`src/rtl/timing_phase_generator.sv`:
```
// Machine-cycle phase sequencer: ten one-hot phase strobes, each PHASE_DIV clocks long,
// started by a level run or a single-shot step, with a registered completion counter.
module timing_phase_generator #(
    parameter int PHASE_DIV = 4,
    parameter int CNT_W     = 16
) (
    input  logic             clk,
    input  logic             reset,
    input  logic             run,
    input  logic             step,
    output logic [10:1]      tn,
    output logic             t_romn,
    output logic             busy,
    output logic             cycle_done,
    output logic [CNT_W-1:0] cycle_count,
    output logic             fsm_state
);

    typedef enum logic {
        IDLE   = 1'b0,
        ACTIVE = 1'b1
    } state_e;

    localparam logic [7:0] SUB_LAST   = 8'(PHASE_DIV - 1);
    localparam logic [3:0] PHASE_LAST = 4'd10;

    state_e     state;
    state_e     state_nx;
    logic [3:0] phase;
    logic [3:0] phase_nx;
    logic [7:0] sub;
    logic [7:0] sub_nx;

    logic [10:1] tn_nx;
    logic        t_romn_nx;
    logic        busy_nx;
    logic        done_nx;

    // Outputs are registered from the next-state values, so they line up with
    // the state they describe and never see run/step combinationally.
    always_ff @(posedge clk) begin
        if (reset) begin
            state       <= IDLE;
            phase       <= 4'd0;
            sub         <= 8'd0;
            tn          <= '0;
            t_romn      <= 1'b1;
            busy        <= 1'b0;
            cycle_done  <= 1'b0;
            cycle_count <= '0;
        end else begin
            state       <= state_nx;
            phase       <= phase_nx;
            sub         <= sub_nx;
            tn          <= tn_nx;
            t_romn      <= t_romn_nx;
            busy        <= busy_nx;
            cycle_done  <= done_nx;
            if (cycle_done) begin
                cycle_count <= cycle_count + CNT_W'(1);
            end
        end
    end

    always_comb begin
        state_nx = state;
        phase_nx = phase;
        sub_nx   = sub;
        case (state)
            IDLE: begin
                if (run || step) begin
                    state_nx = ACTIVE;
                    phase_nx = 4'd1;
                    sub_nx   = 8'd0;
                end
            end
            ACTIVE: begin
                if (sub == SUB_LAST) begin
                    sub_nx = 8'd0;
                    if (phase == PHASE_LAST) begin
                        // Only run can chain cycles; step is never looked at here.
                        if (run) begin
                            phase_nx = 4'd1;
                        end else begin
                            state_nx = IDLE;
                            phase_nx = 4'd0;
                        end
                    end else begin
                        phase_nx = phase + 4'd1;
                    end
                end else begin
                    sub_nx = sub + 8'd1;
                end
            end
            default: begin
                state_nx = IDLE;
                phase_nx = 4'd0;
                sub_nx   = 8'd0;
            end
        endcase
    end

    always_comb begin
        tn_nx = '0;
        for (int i = 1; i <= 10; i++) begin
            tn_nx[i] = (state_nx == ACTIVE) && (phase_nx == 4'(i));
        end
        busy_nx   = (state_nx == ACTIVE);
        t_romn_nx = ~tn_nx[1];
        done_nx   = busy_nx && (phase_nx == PHASE_LAST) && (sub_nx == SUB_LAST);
    end

    assign fsm_state = (state == ACTIVE);

endmodule

```
`config.mk`:
```
export PLATFORM = sky130hd
export DESIGN_NAME = timing_phase_generator
export DESIGN_NICKNAME = d
export VERILOG_FILES = /design/src/rtl/timing_phase_generator.sv
export SDC_FILE = /design/constraint.sdc
export NUM_CORES = 1
export LEC_CHECK = 0
export BUFFER_PORTS_ARGS = -buffer_cell sky130_fd_sc_hd__buf_2
export CORE_MARGIN = 2
export CORE_UTILIZATION = 38
export DETAILED_ROUTE_END_ITERATION = 6
export PLACE_DENSITY = 0.6
export SLEW_MARGIN = 0
export SYNTH_ARGS = -nofsm -noshare
export SYNTH_HDL_FRONTEND = slang
export SYNTH_SLANG_ARGS = --single-unit
```
`constraint.sdc`:
```
create_clock -name clk -period 2.34 [get_ports clk]
set_input_delay 0.468 -clock clk [delete_from_list [all_inputs] [get_ports clk]]
set_output_delay 0.468 -clock clk [all_outputs]
set_load 0.01 [all_outputs]
```
==> results.md <==
- The overall routed net length is 4206 um.
- The layout-stage area growth over the synthesis result is 22.00%.
- No sink is reached through more buffers than the 2 on the longest clock path.
- The number of vias after detailed routing is 1697.
- The cell chosen for the clock root is sky130_fd_sc_hd__clkbuf_8.
- Once layout is complete, the utilization of the core stands at 0.4842.
- The post-synthesis cell type count is 47.
- The count of pins over their slew limit came to 0.
- After clock tree synthesis, the clock-pin slew on the worst setup and hold paths is 0.08 ns.
- The number of nets handed over by synthesis was 225.
- The class of the worst hold path is flop to flop.
- The critical path endpoint category is a flop.
- The clock skew is 0.006828 ns.
- The depth of the CTS H-tree is 2.
- The async set-or-reset flop fraction in the synthesized netlist is 0.
- The first-pass GRT wire length is 7093 um.
- The signal arrival time at the worst endpoint is 2.36 ns.
- TritonCTS built the clock tree.
- For the worst setup path, the data required time is 2.52 ns.
- Derived from the worst setup path, the maximum achievable clock frequency is 459.3 MHz.
- The fraction of layout instances using a drive strength above 1 is 0.2738.
- The maximum fanout along the worst path is 8.
- The worst hold margin is 0.4850 ns.
- The share of synthesized area occupied by flip-flops and latches is 0.4321.
- The die span in x is 74.70 um.
- After the last flow step, the layout net total stands at 268.
- For this block, the initial DRC count from the detailed router was 118.
- Across every metal layer, demand over resource in global routing totals 0.1630.
- Across the run, the number of max-cap violations was 0.
- The starting density of the core is 0.3969.
- For this run, design rule violations remaining after detail routing come to 0.
- The flow ran to the end, and the final reports show no timing, DRC or antenna violations.
- The commonest register cell after synthesis is sky130_fd_sc_hd__dfxtp_1.
- Clock tree synthesis found a total of 41 sinks.
- The type of the worst setup path is flop to flop.
- The number of antenna repair diodes is 0.
- Buffers inserted during clock tree synthesis total 5.
- The finished cells cover 2317 sq um.
- The placed instance area is 2202 sq um.
- Setup total negative slack on the finished layout was measured at 0 ns.
- Input and output buffers added on the ports amount to 33.
- The last weighted congestion value of the routability-driven placer is 0.7979.
- After detailed routing, the average wire length per cell comes to 12.75 um.
- The number of setup buffers added after CTS is 0.
- The post-route clock period utilization is 0.9304.
- The worst-case headroom to the max-slew limit is 0.7080.
- The row count is 25.
- The number of inserted filler cells in the final layout is 467.
- The number of global-route vias before repair was 1523.
- The floorplan die area is 5580 sq um.
- Yosys printed 0 warnings.
- The core area is 4786 sq um.
- For this design the top-level I/O count stands at 34.
- The vertical extent of the die is 74.70 um.
- The count of flip-flops with a built-in enable after synthesis is 0.
- The highest ir drop seen on vdd is 0.0004003 V.
- The power per cell area is 565.0 nW/um^2.
- STA classifies the critical path startpoint as a flop.
- The total global routing overflow is 0.
- Counting every instance in the synthesized netlist gives 219.
- The cell area after technology mapping is 1899 sq um.
- Detailed placement ended at an HPWL of 3092 um.
- The first detailed-routing pass ran for 4 iterations.
- The number of antenna violations at the first check in global routing came to 0.
- The hold violation total from the final report is 0.
- The final number of setup-violating endpoints is 0.
- Clock latency on the worst-skew pair, taken at its later pin, is 0.29 ns.
- The leakage power is 0.9100 nW.
- The detail route stage leaves a number of antenna-violating nets equal to 0.
- The maximum number of pins on one net before global-route repair is 29.
- At the pin with the least slew margin, the transition time is 0.4348 ns.
- The number of flip-flops and latches in the synthesized netlist is 41.
- The shortest clock period the worst path allows after layout is 2.177 ns.
- Setup repair after global routing left no endpoint under its margin.
- The average footprint of a synthesized cell is 8.673 sq um.
- Using the TritonRoute via totals, the vias-per-cell ratio works out to 5.142.
[repair_timing]
action                     4_1_cts  5_1_grt
setup endpoints to repair        0        4
hold buffers                     0        0
resized for setup                0        2
[registers in the layout (all words and copies together) (netlist names)]
| register | cells |
|---|---|
| cycle_count | 16 |
| phase | 4 |
| tn | 10 |
| cycle_done | 1 |
| fsm_state | 1 |
| t_romn | 1 |
| sub | 8 |
[metrics by stage]
| stage | total power [mW] | std cells | worst slack (ns) |
|---|---|---|---|
| after floorplan | 0.7813 | 219 | 0.2382 |
| after global placement | 0.8083 | 322 | 0.1953 |
| after global routing | 1.369 | 330 | 0.05280 |
| after detailed placement | 0.8083 | 322 | 0.1548 |
| after CTS | 1.330 | 330 | 0.1383 |
| final | 1.309 | 330 | 0.1628 |
[cell usage after synthesis (2+ instances only)]
library cell / count / area share
sky130_fd_sc_hd__dfxtp_1: 41 / 0.43
sky130_fd_sc_hd__nand2b_1: 2 / 0.0066
sky130_fd_sc_hd__a21o_1: 2 / 0.0079
sky130_fd_sc_hd__nor2b_1: 8 / 0.026
sky130_fd_sc_hd__nand2_1: 21 / 0.042
sky130_fd_sc_hd__a31oi_1: 3 / 0.0099
sky130_fd_sc_hd__buf_1: 2 / 0.0040
sky130_fd_sc_hd__ha_1: 2 / 0.013
sky130_fd_sc_hd__xnor2_1: 8 / 0.037
sky130_fd_sc_hd__nand4_1: 5 / 0.016
sky130_fd_sc_hd__or3_1: 7 / 0.023
sky130_fd_sc_hd__inv_1: 5 / 0.0099
sky130_fd_sc_hd__nor2_1: 28 / 0.055
sky130_fd_sc_hd__or4_1: 2 / 0.0079
sky130_fd_sc_hd__o211ai_1: 3 / 0.012
sky130_fd_sc_hd__buf_2: 2 / 0.0053
sky130_fd_sc_hd__xor2_1: 4 / 0.018
sky130_fd_sc_hd__clkbuf_1: 6 / 0.012
sky130_fd_sc_hd__a21oi_1: 9 / 0.024
sky130_fd_sc_hd__nor3_1: 7 / 0.018
sky130_fd_sc_hd__nor4_1: 4 / 0.013
sky130_fd_sc_hd__nand3_1: 10 / 0.026
sky130_fd_sc_hd__a31o_2: 2 / 0.0092
sky130_fd_sc_hd__nor3b_1: 6 / 0.024
sky130_fd_sc_hd__or3b_2: 2 / 0.0092
sky130_fd_sc_hd__o21ai_0: 6 / 0.016
sky130_fd_sc_hd__a22oi_1: 2 / 0.0079
[report_power, final]
part           leakage [nW]  switching [mW]  internal, mW
combinational         0.523          0.0445        0.0332
clock                0.0549           0.244         0.272
sequential            0.332          0.0110         0.705
[cells in the final DEF, fill, tap and decap left out, drive strengths merged]
master    n
o22a      1
o211ai    3
a22oi     2
nor2b     8
nor4bb    1
a21o      2
nand4     5
o21ai     6
a32oi     1
a31o      2
nand3b    1
nor3b     6
a21oi     9
or4       3
xor2      4
dfxtp    41
nor2     28
o41ai     1
nor3      8
nor4      6
or3b      2
o31ai     1
clkbuf    7
o2111ai   1
inv       6
nand4b    1
buf      48
nand2    21
or3       7
nand3    10
mux2      1
a31oi     3
nand2b    2
and4      1
mux2i     1
ha        2
and4bb    1
and3      1
o21ba     1
xnor2     8
[worst paths after layout]
check,start,end,slack (ns),depth (start not counted)
min reg2reg,cycle_count[15],cycle_count[15],0.48,2
max,sub[1],t_romn,0.16,6
min,cycle_count[15],cycle_count[15],0.48,2
max reg2reg,sub[1],t_romn,0.16,6
[critical path, stage by stage (launching register included)]
cell and delay, ns:
sky130_fd_sc_hd__dfxtp_1 0.42, sky130_fd_sc_hd__ha_1 0.19, sky130_fd_sc_hd__or3b_2 0.48, sky130_fd_sc_hd__o41ai_2 0.31, sky130_fd_sc_hd__a22oi_2 0.12, sky130_fd_sc_hd__buf_4 0.19, sky130_fd_sc_hd__or3_1 0.36
[layout make-up]
class,count,area (sq um),area share
Timing Repair Buffer,48,277.8,0.1199
Multi-Input combinational cell,161,1011,0.4363
Tap cell,67,83.83,0.03618
Clock buffer,7,96.34,0.04158
Sequential cell,41,820.8,0.3542
Clock inverter,1,8.758,0.003780
Inverter,5,18.77,0.008099
[routing by layer]
layer,GRT usage,part of all wire,vias to the layer above,wire length [um]
met5,0,0,-,0
met4,0.06349,0.017,0,71
met3,0.04685,0.044,8,183
met2,0.2537,0.45,34,1906
met1,0.2145,0.49,795,2044
li1,-,-,860,-
[kinds of logic after synthesis]
logic type | synth area share
multiplexers | 0.01120
AND/OR/NAND/NOR | 0.3254
XOR/XNOR | 0.05534
adder cells (fa/ha/maj) | 0.01317
flip-flops | 0.4321
AO/OA/AOI/OAI | 0.1219
buffers and inverters | 0.04085
No activity file was read; power rests on OpenSTA's default activity.
